`src/rtl/uart_pkg.sv`:
```
// rtl/uart_pkg.sv - shared UART encodings and baud helper
package uart_pkg;

  localparam int PAR_NONE = 0;
  localparam int PAR_ODD  = 1;
  localparam int PAR_EVEN = 2;

  typedef enum logic [2:0] {
    ST_IDLE,
    ST_START,
    ST_DATA,
    ST_PAR,
    ST_STOP
  } tx_state_t;

  function automatic int calc_bps_cnt(input int sys_clk_fre, input int bps);
    return sys_clk_fre / bps;
  endfunction

endpackage

```
`src/rtl/uart_sync_fifo.sv`:
```
// rtl/uart_sync_fifo.sv - synchronous FIFO with registered full/empty/level
module uart_sync_fifo #(
  parameter int DATA_W = 8,
  parameter int DEPTH  = 4
) (
  input  logic                         i_clk,
  input  logic                         i_rst_n,
  input  logic                         i_wr_en,
  input  logic [DATA_W-1:0]            i_wr_data,
  input  logic                         i_rd_en,
  output logic [DATA_W-1:0]            o_rd_data,
  output logic                         o_full,
  output logic                         o_empty,
  output logic [$clog2(DEPTH+1)-1:0]   o_level
);
  localparam int AW = (DEPTH > 1) ? $clog2(DEPTH) : 1;
  localparam int LW = $clog2(DEPTH + 1);

  logic [DATA_W-1:0] r_mem [DEPTH];
  logic [AW-1:0]     r_wr_ptr;
  logic [AW-1:0]     r_rd_ptr;
  logic [LW-1:0]     r_level;
  logic              r_full;
  logic              r_empty;
  logic              w_push;
  logic              w_pop;

  assign w_push = i_wr_en && !r_full;
  assign w_pop  = i_rd_en && !r_empty;

  always_ff @(posedge i_clk) begin
    if (w_push) r_mem[r_wr_ptr] <= i_wr_data;
  end

  // Flags are derived from the pre-edge level so they stay registered outputs.
  always_ff @(posedge i_clk) begin
    if (!i_rst_n) begin
      r_wr_ptr <= '0;
      r_rd_ptr <= '0;
      r_level  <= '0;
      r_full   <= 1'b0;
      r_empty  <= 1'b1;
    end else begin
      if (w_push) r_wr_ptr <= r_wr_ptr + AW'(1);
      if (w_pop)  r_rd_ptr <= r_rd_ptr + AW'(1);
      if (w_push && !w_pop) begin
        r_level <= r_level + LW'(1);
        r_empty <= 1'b0;
        r_full  <= (r_level == LW'(DEPTH - 1));
      end else if (!w_push && w_pop) begin
        r_level <= r_level - LW'(1);
        r_full  <= 1'b0;
        r_empty <= (r_level == LW'(1));
      end
    end
  end

  assign o_rd_data = r_mem[r_rd_ptr];
  assign o_full    = r_full;
  assign o_empty   = r_empty;
  assign o_level   = r_level;

endmodule

```
`src/rtl/uart_tx_stream.sv`:
```
// rtl/uart_tx_stream.sv - FIFO-buffered UART transmitter with back-to-back frames
module uart_tx_stream
  import uart_pkg::*;
#(
  parameter int SYS_CLK_FRE = 50_000_000,
  parameter int BPS         = 9_600,
  parameter int DATA_BITS   = 8,
  parameter int PARITY      = 0,
  parameter int STOP_BITS   = 1,
  parameter int FIFO_DEPTH  = 4
) (
  input  logic                               sys_clk,
  input  logic                               sys_rst_n,
  input  logic [DATA_BITS-1:0]               uart_data,
  input  logic                               uart_tx_valid,
  output logic                               uart_tx_ready,
  output logic                               uart_txd,
  output logic                               tx_busy,
  output logic                               tx_done,
  output logic [$clog2(FIFO_DEPTH+1)-1:0]    fifo_level
);
  localparam int BPS_CNT = calc_bps_cnt(SYS_CLK_FRE, BPS);
  localparam int CW      = $clog2(BPS_CNT);
  localparam int LW      = $clog2(FIFO_DEPTH + 1);

  if (DATA_BITS < 5 || DATA_BITS > 9) begin : g_bad_data_bits
    $fatal(1, "uart_tx_stream: DATA_BITS must be 5..9");
  end
  if (STOP_BITS < 1 || STOP_BITS > 2) begin : g_bad_stop_bits
    $fatal(1, "uart_tx_stream: STOP_BITS must be 1 or 2");
  end
  if (FIFO_DEPTH < 2 || (FIFO_DEPTH & (FIFO_DEPTH - 1)) != 0) begin : g_bad_depth
    $fatal(1, "uart_tx_stream: FIFO_DEPTH must be a power of two >= 2");
  end
  if (BPS_CNT < 4) begin : g_bad_bps
    $fatal(1, "uart_tx_stream: SYS_CLK_FRE/BPS must be >= 4");
  end

  tx_state_t             r_state;
  tx_state_t             w_state_nxt;
  logic [CW-1:0]         r_clk_cnt;
  logic [CW-1:0]         w_clk_cnt_nxt;
  logic [3:0]            r_bit_cnt;
  logic [3:0]            w_bit_cnt_nxt;
  logic [DATA_BITS-1:0]  r_shift;
  logic                  r_par;
  logic                  r_txd;
  logic                  r_busy;
  logic                  r_done;
  logic                  w_pop;
  logic                  w_done;
  logic                  w_txd_nxt;
  logic                  w_bit_end;
  logic                  w_full;
  logic                  w_empty;
  logic [DATA_BITS-1:0]  w_head;
  logic [LW-1:0]         w_level;

  uart_sync_fifo #(
    .DATA_W (DATA_BITS),
    .DEPTH  (FIFO_DEPTH)
  ) u_fifo (
    .i_clk     (sys_clk),
    .i_rst_n   (sys_rst_n),
    .i_wr_en   (uart_tx_valid),
    .i_wr_data (uart_data),
    .i_rd_en   (w_pop),
    .o_rd_data (w_head),
    .o_full    (w_full),
    .o_empty   (w_empty),
    .o_level   (w_level)
  );

  assign w_bit_end = (r_clk_cnt == CW'(BPS_CNT - 1));

  always_comb begin
    w_state_nxt   = r_state;
    w_clk_cnt_nxt = '0;
    w_bit_cnt_nxt = r_bit_cnt;
    w_pop         = 1'b0;
    w_done        = 1'b0;
    w_txd_nxt     = 1'b1;
    if (r_state != ST_IDLE && !w_bit_end) w_clk_cnt_nxt = r_clk_cnt + CW'(1);
    case (r_state)
      ST_IDLE: begin
        if (!w_empty) begin
          w_pop       = 1'b1;
          w_state_nxt = ST_START;
        end
      end
      ST_START: begin
        w_txd_nxt = 1'b0;
        if (w_bit_end) begin
          w_state_nxt   = ST_DATA;
          w_bit_cnt_nxt = '0;
        end
      end
      ST_DATA: begin
        w_txd_nxt = r_shift[0];
        if (w_bit_end) begin
          if (r_bit_cnt == 4'(DATA_BITS - 1)) begin
            w_bit_cnt_nxt = '0;
            w_state_nxt   = (PARITY != PAR_NONE) ? ST_PAR : ST_STOP;
          end else begin
            w_bit_cnt_nxt = r_bit_cnt + 4'd1;
          end
        end
      end
      ST_PAR: begin
        w_txd_nxt = r_par;
        if (w_bit_end) w_state_nxt = ST_STOP;
      end
      ST_STOP: begin
        if (w_bit_end) begin
          if (r_bit_cnt == 4'(STOP_BITS - 1)) begin
            w_done        = 1'b1;
            w_bit_cnt_nxt = '0;
            // Chain straight into the next start bit when more words are queued.
            if (!w_empty) begin
              w_pop       = 1'b1;
              w_state_nxt = ST_START;
            end else begin
              w_state_nxt = ST_IDLE;
            end
          end else begin
            w_bit_cnt_nxt = r_bit_cnt + 4'd1;
          end
        end
      end
      default: w_state_nxt = ST_IDLE;
    endcase
  end

  // Line outputs are registered from the current state, so they trail it by one clock.
  always_ff @(posedge sys_clk) begin
    if (!sys_rst_n) begin
      r_state   <= ST_IDLE;
      r_clk_cnt <= '0;
      r_bit_cnt <= '0;
      r_shift   <= '0;
      r_par     <= 1'b0;
      r_txd     <= 1'b1;
      r_busy    <= 1'b0;
      r_done    <= 1'b0;
    end else begin
      r_state   <= w_state_nxt;
      r_clk_cnt <= w_clk_cnt_nxt;
      r_bit_cnt <= w_bit_cnt_nxt;
      r_txd     <= w_txd_nxt;
      r_busy    <= (r_state != ST_IDLE);
      r_done    <= w_done;
      if (w_pop) begin
        r_shift <= w_head;
        r_par   <= (PARITY == PAR_ODD) ? ~^w_head : ^w_head;
      end else if (r_state == ST_DATA && w_bit_end) begin
        r_shift <= r_shift >> 1;
      end
    end
  end

  assign uart_txd      = r_txd;
  assign tx_busy       = r_busy;
  assign tx_done       = r_done;
  assign uart_tx_ready = !w_full;
  assign fifo_level    = w_level;

endmodule

```
`config.mk`:
```
export PLATFORM = sky130hd
export DESIGN_NAME = uart_tx_stream
export DESIGN_NICKNAME = d
export VERILOG_FILES = /design/src/rtl/uart_pkg.sv /design/src/rtl/uart_sync_fifo.sv /design/src/rtl/uart_tx_stream.sv
export SDC_FILE = /design/constraint.sdc
export NUM_CORES = 1
export LEC_CHECK = 0
export ABC_CLOCK_PERIOD_IN_PS = 5450
export BUFFER_PORTS_ARGS = -buffer_cell sky130_fd_sc_hd__buf_2
export CORE_MARGIN = 2
export CORE_UTILIZATION = 35
export CTS_BUF_LIST = sky130_fd_sc_hd__clkbuf_2
export DETAILED_ROUTE_END_ITERATION = 10
export GPL_ROUTABILITY_DRIVEN = 0
export PLACE_DENSITY = 0.57
export SKIP_LAST_GASP = 1
export SLEW_MARGIN = 15
export SYNTH_ARGS = -nofsm -noshare
export SYNTH_HDL_FRONTEND = slang
export SYNTH_SLANG_ARGS = --single-unit
```
`constraint.sdc`:
```
create_clock -name sys_clk -period 5.45 [get_ports sys_clk]
set_input_delay 0.8175 -clock sys_clk [delete_from_list [all_inputs] [get_ports sys_clk]]
set_output_delay 0.8175 -clock sys_clk [all_outputs]
set_load 0.03 [all_outputs]
```
==> impl_summary.log, run 1 <==
INFO  metric final.setup_skew = 0.02060 ns
INFO  metric hold_critical_path_depth = 2
INFO  metric ff2ff_path_depth = 10
INFO  metric fp.dieW = 101.3 um
INFO  metric netlist_instances = 300
INFO  metric dieArea = 10260 um2
INFO  metric report.final.slew_viol_count = 0
INFO  metric grt-ovfl-total = 0
INFO  metric netlist_top_cells_count = sky130_fd_sc_hd__dfxtp_1, sky130_fd_sc_hd__nor2_1, sky130_fd_sc_hd__edfxtp_1
INFO  metric core-area = 9196 um2
INFO  metric synth-warning-count = 0
INFO  metric drive_gt1_share = 14.78%
INFO  metric finalCritPeriodShare = 56.35%
INFO  metric power_leakage = 1.235 nW
INFO  metric critPathCaptureType = register
INFO  metric power.net_switching = 0.0003309 W
INFO  metric htree_num_levels = 3
INFO  metric endpoint = u_fifo.o_level[2]
INFO  metric initialDrtViolationCount = 74
INFO  metric worstReg2RegEnd = u_fifo.o_level[2]
INFO  metric y_dimension_of_the_die = 101.3 um
INFO  metric first_global_vias = 2017
INFO  metric grt_usage = 12.01%
INFO  metric ys_top_cells_by_area = sky130_fd_sc_hd__edfxtp_1, sky130_fd_sc_hd__dfxtp_1, sky130_fd_sc_hd__mux4_2
INFO  metric detail_route.first_pass.iterations = 4
INFO  metric post_route_drc_violation_count = 0
INFO  metric powerDensity = 324.9 nW/um2
INFO  metric detail-route-antenna-nets = 0
INFO  metric vias = 2151
INFO  metric cts_tree = built
INFO  metric timing.setup.tns = 0 ns
INFO  metric r2r_slack = 2.38 ns
INFO  metric hold_path.class = reg -> reg
INFO  metric worst_path_dominant_cell_family = simple AND/OR/NAND/NOR gates
INFO  metric slew_headroom = 42.77%
INFO  metric layout.nets = 337
INFO  metric worst-endpoint-arrival = 3.43 ns
INFO  metric dpl_hpwl = 3.849 mm
INFO  metric switching_share = 28.44%
INFO  metric synth_seq_cells = 75
INFO  metric max_cap_violations = 0
INFO  metric synthDominantAreaCellType = sky130_fd_sc_hd__edfxtp_1
INFO  metric worst-path-stages = 10
INFO  metric cts_resized = 0
INFO  metric maximum_number_of_pins_on_one_net_before_global_route_repair = 25
INFO  metric synth_nets = 324
INFO  metric synth_seq_area_share = 54.98%
INFO  metric cp_data_required_time = 5.81 ns
INFO  metric drt_wl_total = 5.677 mm
INFO  metric synth_area_per_cell = 11.04 um2
INFO  metric synth_top_cell_area_share = 29.00%
INFO  metric timing_worst_slew_pin_value = 0.8520 ns
INFO  metric cts_post_setup_buffers_inserted = 0
INFO  metric synth_edf_count = 32
INFO  metric grt_antenna_before_repair = 0
INFO  metric max_clock_freq = 325.6 MHz
INFO  metric drt-vias-per-instance = 5.014
INFO  metric worstSkewPairLatency = 0.50 ns
INFO  metric internal-power = 0.0008326 W
INFO  metric hold_viol = 0
INFO  metric crit_path_start = r_bit_cnt[0]
INFO  metric synth_cell_type_count = 43
INFO  metric syn-cell-area = 3313 um2
INFO  metric power.share.combinational = 17.8%
INFO  metric top_level_ports = 18
INFO  metric grt_setup_unrepaired = no
INFO  metric place.port_buffers = 17
INFO  metric cp_cell_sequence = inv_1 > ha_1 > or3b_2 > nor4_1 > o21a_1 > inv_1 > ha_1 > o21ai_0 > o21a_1 > nor2_1
INFO  metric clk_pin_slew_worst_paths = 0.20 ns
INFO  metric slowest_stage = sky130_fd_sc_hd__or3b_2
INFO  metric root_buf_cell = sky130_fd_sc_hd__clkbuf_2
INFO  metric critical_path_peak_fanout = 12
INFO  metric clk_path_buf_depth = 2
INFO  metric area_growth = 8.081%
INFO  metric diodes = 0
INFO  metric path_buf_inv = 2
INFO  metric outcome = complete, no violations
INFO  metric initial_util = 36.03%
INFO  metric grt_first_pass_wirelength = 9.584 mm
INFO  metric inserted_clock_buffers = 9
INFO  metric yosys.cell_count.top_type = sky130_fd_sc_hd__dfxtp_1
INFO  metric final.min_clock_period = 3.071 ns
INFO  metric yosys_most_used_dff = sky130_fd_sc_hd__dfxtp_1
INFO  metric share_seq_of_total_power = 56.4%
INFO  metric startpoint_type = register
INFO  metric power_frac_clock = 25.8%
INFO  metric r2r-start = r_bit_cnt[0]
INFO  metric clock-sinks = 75
INFO  metric post_drt_wl_per_cell = 13.23 um
INFO  metric fin_hold_ws = 0.4862 ns
INFO  metric vdd_ir_drop_max = 0.0001922 V
INFO  metric core.rowCount = 35
INFO  metric finalSetupViolations = 0
INFO  metric critical_path_class = reg -> reg
INFO  metric largest_stage_delay_on_the_critical_path = 0.48 ns
INFO  metric postCtsHoldBufs = 0
INFO  metric ffs_w_async_s_r_synth = 0%
==> placed cells by master (no fill, tap or decap), types with 7 or more instances in the layout <==
cell type / instances
sky130_fd_sc_hd__dfxtp_1: 43
sky130_fd_sc_hd__nor2_1: 36
sky130_fd_sc_hd__edfxtp_1: 32
sky130_fd_sc_hd__a21oi_1: 23
sky130_fd_sc_hd__nand3_1: 18
sky130_fd_sc_hd__xnor2_1: 17
sky130_fd_sc_hd__buf_2: 17
sky130_fd_sc_hd__nand2_1: 13
sky130_fd_sc_hd__ha_1: 13
sky130_fd_sc_hd__inv_1: 12
sky130_fd_sc_hd__clkbuf_2: 12
sky130_fd_sc_hd__nor3_1: 8
sky130_fd_sc_hd__a22oi_1: 8
sky130_fd_sc_hd__mux4_2: 8
sky130_fd_sc_hd__o21ai_0: 7
==> power by group through the flow <==
stage / clock, W / combinational (W) / sequential [W]
after floorplan: 0 / 0.000170 / 0.000665
after global placement: 0 / 0.000209 / 0.000670
after detailed placement: 0 / 0.000209 / 0.000670
after CTS: 0.000313 / 0.000210 / 0.000658
after global routing: 0.000335 / 0.000230 / 0.000664
final: 0.000300 / 0.000207 / 0.000657
==> logic make-up after synthesis <==
family,after synthesis,share of synthesized area [%]
flip-flops,75,54.98
multiplexers,9,5.740
XOR/XNOR,22,5.816
AO/OA/AOI/OAI,49,8.950
adder cells (fa/ha/maj),13,4.909
AND/OR/NAND/NOR,105,16.16
buffers and inverters,27,3.437
==> through the flow <==
| step | std cells | power [W] | utilization (%) | instance area (um2) | setup WS, ns |
|---|---|---|---|---|---|
| after global placement | 413 | 0.0008797 | 37.71 | 3468 | 2.507 |
| after floorplan | 300 | 0.0008347 | - | 3313 | 2.887 |
| final | 429 | 0.001163 | 38.94 | 3581 | 2.379 |
| after global routing | 429 | 0.001229 | 38.94 | 3581 | 2.070 |
| after detailed placement | 413 | 0.0008796 | 37.71 | 3468 | 2.400 |
| after CTS | 429 | 0.001182 | 38.94 | 3581 | 2.365 |
==> area by class of cell <==
class / instances / area, um2
clock buffer: 12 / 60.06
timing repair buffer: 17 / 85.08
multi-input combinational: 198 / 1378
fill: 911 / 5615
sequential: 75 / 1822
inverter: 12 / 45.04
clock inverter: 4 / 52.55
tap: 111 / 138.9
==> flip-flops by register name, indices dropped and copies added (netlist names), 2 cells and up, named ones only <==
register         count
u_fifo.r_rd_ptr      2
u_fifo.r_mem        32
u_fifo.o_level       3
u_fifo.r_wr_ptr      2
r_state              3
r_clk_cnt           13
r_bit_cnt            4
r_shift              8
==> worst register-to-register path: cells and delay by family, from the launching register on <==
kind | cells | cell delay (ns)
flip-flops | 1 | 0.38
AND/OR/NAND/NOR | 3 | 0.81
adder cells (fa/ha/maj) | 2 | 0.61
AO/OA/AOI/OAI | 3 | 0.76
buffers and inverters | 2 | 0.37
==> worst min-delay path by stage <==
stage	startpoint	end	slack (ns)
2_1_floorplan	r_clk_cnt[0]	r_clk_cnt[0]	0.43
3_3_place_gp	r_clk_cnt[0]	r_clk_cnt[0]	0.44
3_5_place_dp	r_clk_cnt[0]	r_clk_cnt[0]	0.46
4_1_cts	uart_data[7]	u_fifo.r_mem[2][7]	0.47
5_1_grt	uart_data[7]	u_fifo.r_mem[2][7]	0.46
6_report	r_shift[1]	r_shift[1]	0.49
==> per-layer routing <==
metal | share of wire [%] | routed length [um] | global-route usage (%) | vias to the layer above
li1 | - | - | - | 1089
met1 | 50 | 2838 | 15.78 | 1025
met2 | 45 | 2539 | 18.49 | 27
met3 | 3.6 | 202 | 3.934 | 10
met4 | 1.7 | 95 | 4.574 | 0
met5 | 0 | 0 | 0 | -
(Power assumes the default switching activity.)
==> run 2, diff against run 1 <==
--- a/config.mk
+++ b/config.mk
@@ -5,7 +5,7 @@
 export SDC_FILE = /design/constraint.sdc
 export NUM_CORES = 1
 export LEC_CHECK = 0
-export ABC_CLOCK_PERIOD_IN_PS = 5450
+export ABC_CLOCK_PERIOD_IN_PS = 2850
 export BUFFER_PORTS_ARGS = -buffer_cell sky130_fd_sc_hd__buf_2
 export CORE_MARGIN = 2
 export CORE_UTILIZATION = 35
==> constraint.sdc (replaced) <==
create_clock -name sys_clk -period 2.85 [get_ports sys_clk]
set_input_delay 0.4275 -clock sys_clk [delete_from_list [all_inputs] [get_ports sys_clk]]
set_output_delay 0.4275 -clock sys_clk [all_outputs]
set_load 0.03 [all_outputs]
==> run 2 against run 1 <==
Wire length grew 1.6%. Register-to-register slack lost 2.0 ns. Utilization grew 0.67 points. Largest cell class unchanged. First-iteration DRC count grew 47%. Count of clock-buffer cells in the layout shrank 3. Clock power grew 130%. Power grew 100%. Hold slack lost 0.41 ns. Combinational power grew 100%. Setup slack lost 2.0 ns. Non-clock buffer count grew 4.
==> impl_summary.log, run 2 (same netlist as run 1, synthesis figures left out) <==
INFO  metric grt_usage = 12.46% (was 12.01%)
INFO  metric r2r-start = r_bit_cnt[0] (unchanged)
INFO  metric grt_antenna_before_repair = 0 (unchanged)
INFO  metric worstReg2RegEnd = u_fifo.o_level[2] (unchanged)
INFO  metric critical_path_peak_fanout = 10 (was 12)
INFO  metric top_level_ports = 18 (unchanged)
INFO  metric max_cap_violations = 0 (unchanged)
INFO  metric place.port_buffers = 17 (unchanged)
INFO  metric dpl_hpwl = 3.923 mm (was 3.849 mm)
INFO  metric maximum_number_of_pins_on_one_net_before_global_route_repair = 25 (unchanged)
INFO  metric power_leakage = 1.263 nW (was 1.235 nW)
INFO  metric area_growth = 9.932% (was 8.081%)
INFO  metric critPathCaptureType = register (unchanged)
INFO  metric clk_path_buf_depth = 2 (unchanged)
INFO  metric cts_tree = built (unchanged)
INFO  metric fp.dieW = 101.3 um (unchanged)
INFO  metric max_clock_freq = 405.5 MHz (was 325.6 MHz)
INFO  metric finalSetupViolations = 0 (unchanged)
INFO  metric placed_cell_area = 3498 um2 (was 3468 um2)
INFO  metric clk_pin_slew_worst_paths = 0.21 ns (was 0.20 ns)
INFO  metric post_drt_wl_per_cell = 13.32 um (was 13.23 um)
INFO  metric postCtsHoldBufs = 0 (unchanged)
INFO  metric vias = 2169 (was 2151)
INFO  metric cp_cell_sequence = inv_1 > ha_1 > or3b_2 > nor4_1 > o21a_1 > inv_1 > ha_1 > o21ai_0 > o21a_1 > nor2_1 (unchanged)
INFO  metric y_dimension_of_the_die = 101.3 um (unchanged)
INFO  metric clock-sinks = 75 (unchanged)
INFO  metric worst-endpoint-arrival = 2.91 ns (was 3.43 ns)
INFO  metric report.final.slew_viol_count = 0 (unchanged)
INFO  metric powerDensity = 648.9 nW/um2 (was 324.9 nW/um2)
INFO  metric top_register = u_fifo.r_mem (unchanged)
INFO  metric layout_commonest_cell = sky130_fd_sc_hd__dfxtp_1 (unchanged)
INFO  metric htree_num_levels = 3 (unchanged)
INFO  metric initial_util = 36.03% (unchanged)
INFO  metric grt-ovfl-total = 0 (unchanged)
INFO  metric detail_route.first_pass.iterations = 4 (unchanged)
INFO  metric grt_setup_unrepaired = no (unchanged)
INFO  metric fin_hold_ws = 0.07695 ns (was 0.4862 ns)
INFO  metric final.setup_skew = 0.02119 ns (was 0.02060 ns)
INFO  metric vdd_ir_drop_max = 0.0003297 V (was 0.0001922 V)
INFO  metric cp_data_required_time = 3.29 ns (was 5.81 ns)
INFO  metric outcome = complete, no violations (unchanged)
INFO  metric startpoint_type = register (unchanged)
INFO  metric slew_headroom = 51.82% (was 42.77%)
INFO  metric layout.nets = 341 (was 337)
INFO  metric reg_top3 = u_fifo.r_mem x32, r_clk_cnt x13, r_shift x8 (unchanged)
INFO  metric r2r_slack = 0.38 ns (was 2.38 ns)
INFO  metric min_to = u_fifo.r_mem[0][6] (was r_shift[1])
INFO  metric fin_area = 3642 um2 (was 3581 um2)
INFO  metric core-area = 9196 um2 (unchanged)
INFO  metric cts_resized = 0 (unchanged)
INFO  metric hold_critical_path_depth = 1 (was 2)
INFO  metric root_buf_cell = sky130_fd_sc_hd__clkbuf_2 (unchanged)
INFO  metric inserted_clock_buffers = 9 (unchanged)
INFO  metric largest_register_ff_count = 32 (unchanged)
INFO  metric path_buf_inv = 2 (unchanged)
INFO  metric timing.setup.tns = 0 ns (unchanged)
INFO  metric largest_stage_delay_on_the_critical_path = 0.49 ns (was 0.48 ns)
INFO  metric worstSkewPairLatency = 0.55 ns (was 0.50 ns)
INFO  metric slowest_stage = sky130_fd_sc_hd__or3b_2 (unchanged)
INFO  metric timing_worst_slew_pin_value = 0.7172 ns (was 0.8520 ns)
INFO  metric drt_wl_total = 5.767 mm (was 5.677 mm)
INFO  metric most-common-layout-cells = sky130_fd_sc_hd__dfxtp_1, sky130_fd_sc_hd__nor2_1, sky130_fd_sc_hd__edfxtp_1, sky130_fd_sc_hd__a21oi_1, sky130_fd_sc_hd__nand3_1 (unchanged)
INFO  metric final.min_clock_period = 2.466 ns (was 3.071 ns)
INFO  metric fillCellCount = 913 (was 911)
INFO  metric cts_post_setup_buffers_inserted = 0 (unchanged)
INFO  metric dieArea = 10260 um2 (unchanged)
INFO  metric hold_path.startpoint = uart_data[6] (was r_shift[1])
INFO  metric worst_path_dominant_cell_family = simple AND/OR/NAND/NOR gates (unchanged)
INFO  metric initialDrtViolationCount = 109 (was 74)
INFO  metric post_route_drc_violation_count = 0 (unchanged)
INFO  metric detail-route-antenna-nets = 0 (unchanged)
INFO  metric drt-vias-per-instance = 5.009 (was 5.014)
INFO  metric critical_path_class = reg -> reg (unchanged)
INFO  metric diodes = 0 (unchanged)
INFO  metric hold_path.class = in -> reg (was reg -> reg)
INFO  metric ff2ff_path_depth = 10 (unchanged)
INFO  metric finalCritPeriodShare = 86.53% (was 56.35%)
INFO  metric first_global_vias = 2048 (was 2017)
INFO  metric core.rowCount = 35 (unchanged)
INFO  metric drive_gt1_share = 15.84% (was 14.78%)
INFO  metric hold_viol = 0 (unchanged)
INFO  metric grt_first_pass_wirelength = 9.791 mm (was 9.584 mm)
run 2: metal layers:
layer,vias to the layer above,global-route usage (%),routed length [um]
met2,41,19.87,2696
li1,1095,-,-
met1,1025,15.51,2770
met5,-,0,0
met4,0,4.990,66
met3,8,4.348,234
run 2: report_power, final:
group	switching [W]	internal (W)	total, W
Sequential	0.0000528	0.00119	0.00125
Clock	0.000398	0.000297	0.000696
Combinational	0.000227	0.000194	0.000422
Total	0.000679	0.00168	0.00236
run 2: layout make-up:
type	count	area (um2)	area share, %
sequential	75	1822	50.02
multi-input combinational	198	1378	37.82
tap	111	138.9	3.813
timing repair buffer	21	115.1	3.160
clock inverter	7	98.84	2.714
clock buffer	9	45.04	1.237
inverter	12	45.04	1.237
run 2: per-stage QoR:
step / setup WS [ns] / std cells / utilization (%) / total power [W]
2_1_floorplan: 0.2875 / 300 / - / 0.001596
3_3_place_gp: 0.4835 / 417 / 38.04 / 0.001692
3_5_place_dp: 0.4417 / 417 / 38.04 / 0.001699
4_1_cts: 0.3934 / 433 / 39.61 / 0.002394
5_1_grt: 0.2166 / 433 / 39.61 / 0.002495
6_report: 0.3840 / 433 / 39.61 / 0.002363
run 2: worst max-delay path by stage:
stage                 start           endpoint  depth (start not counted)
2_1_floorplan  r_bit_cnt[0]  u_fifo.o_level[2]                         12
3_3_place_gp   r_bit_cnt[0]  u_fifo.o_level[2]                         10
3_5_place_dp   r_bit_cnt[0]  u_fifo.o_level[2]                         10
4_1_cts        r_bit_cnt[0]  u_fifo.o_level[2]                         10
5_1_grt        r_bit_cnt[0]  u_fifo.o_level[2]                         10
6_report       r_bit_cnt[0]  u_fifo.o_level[2]                         10
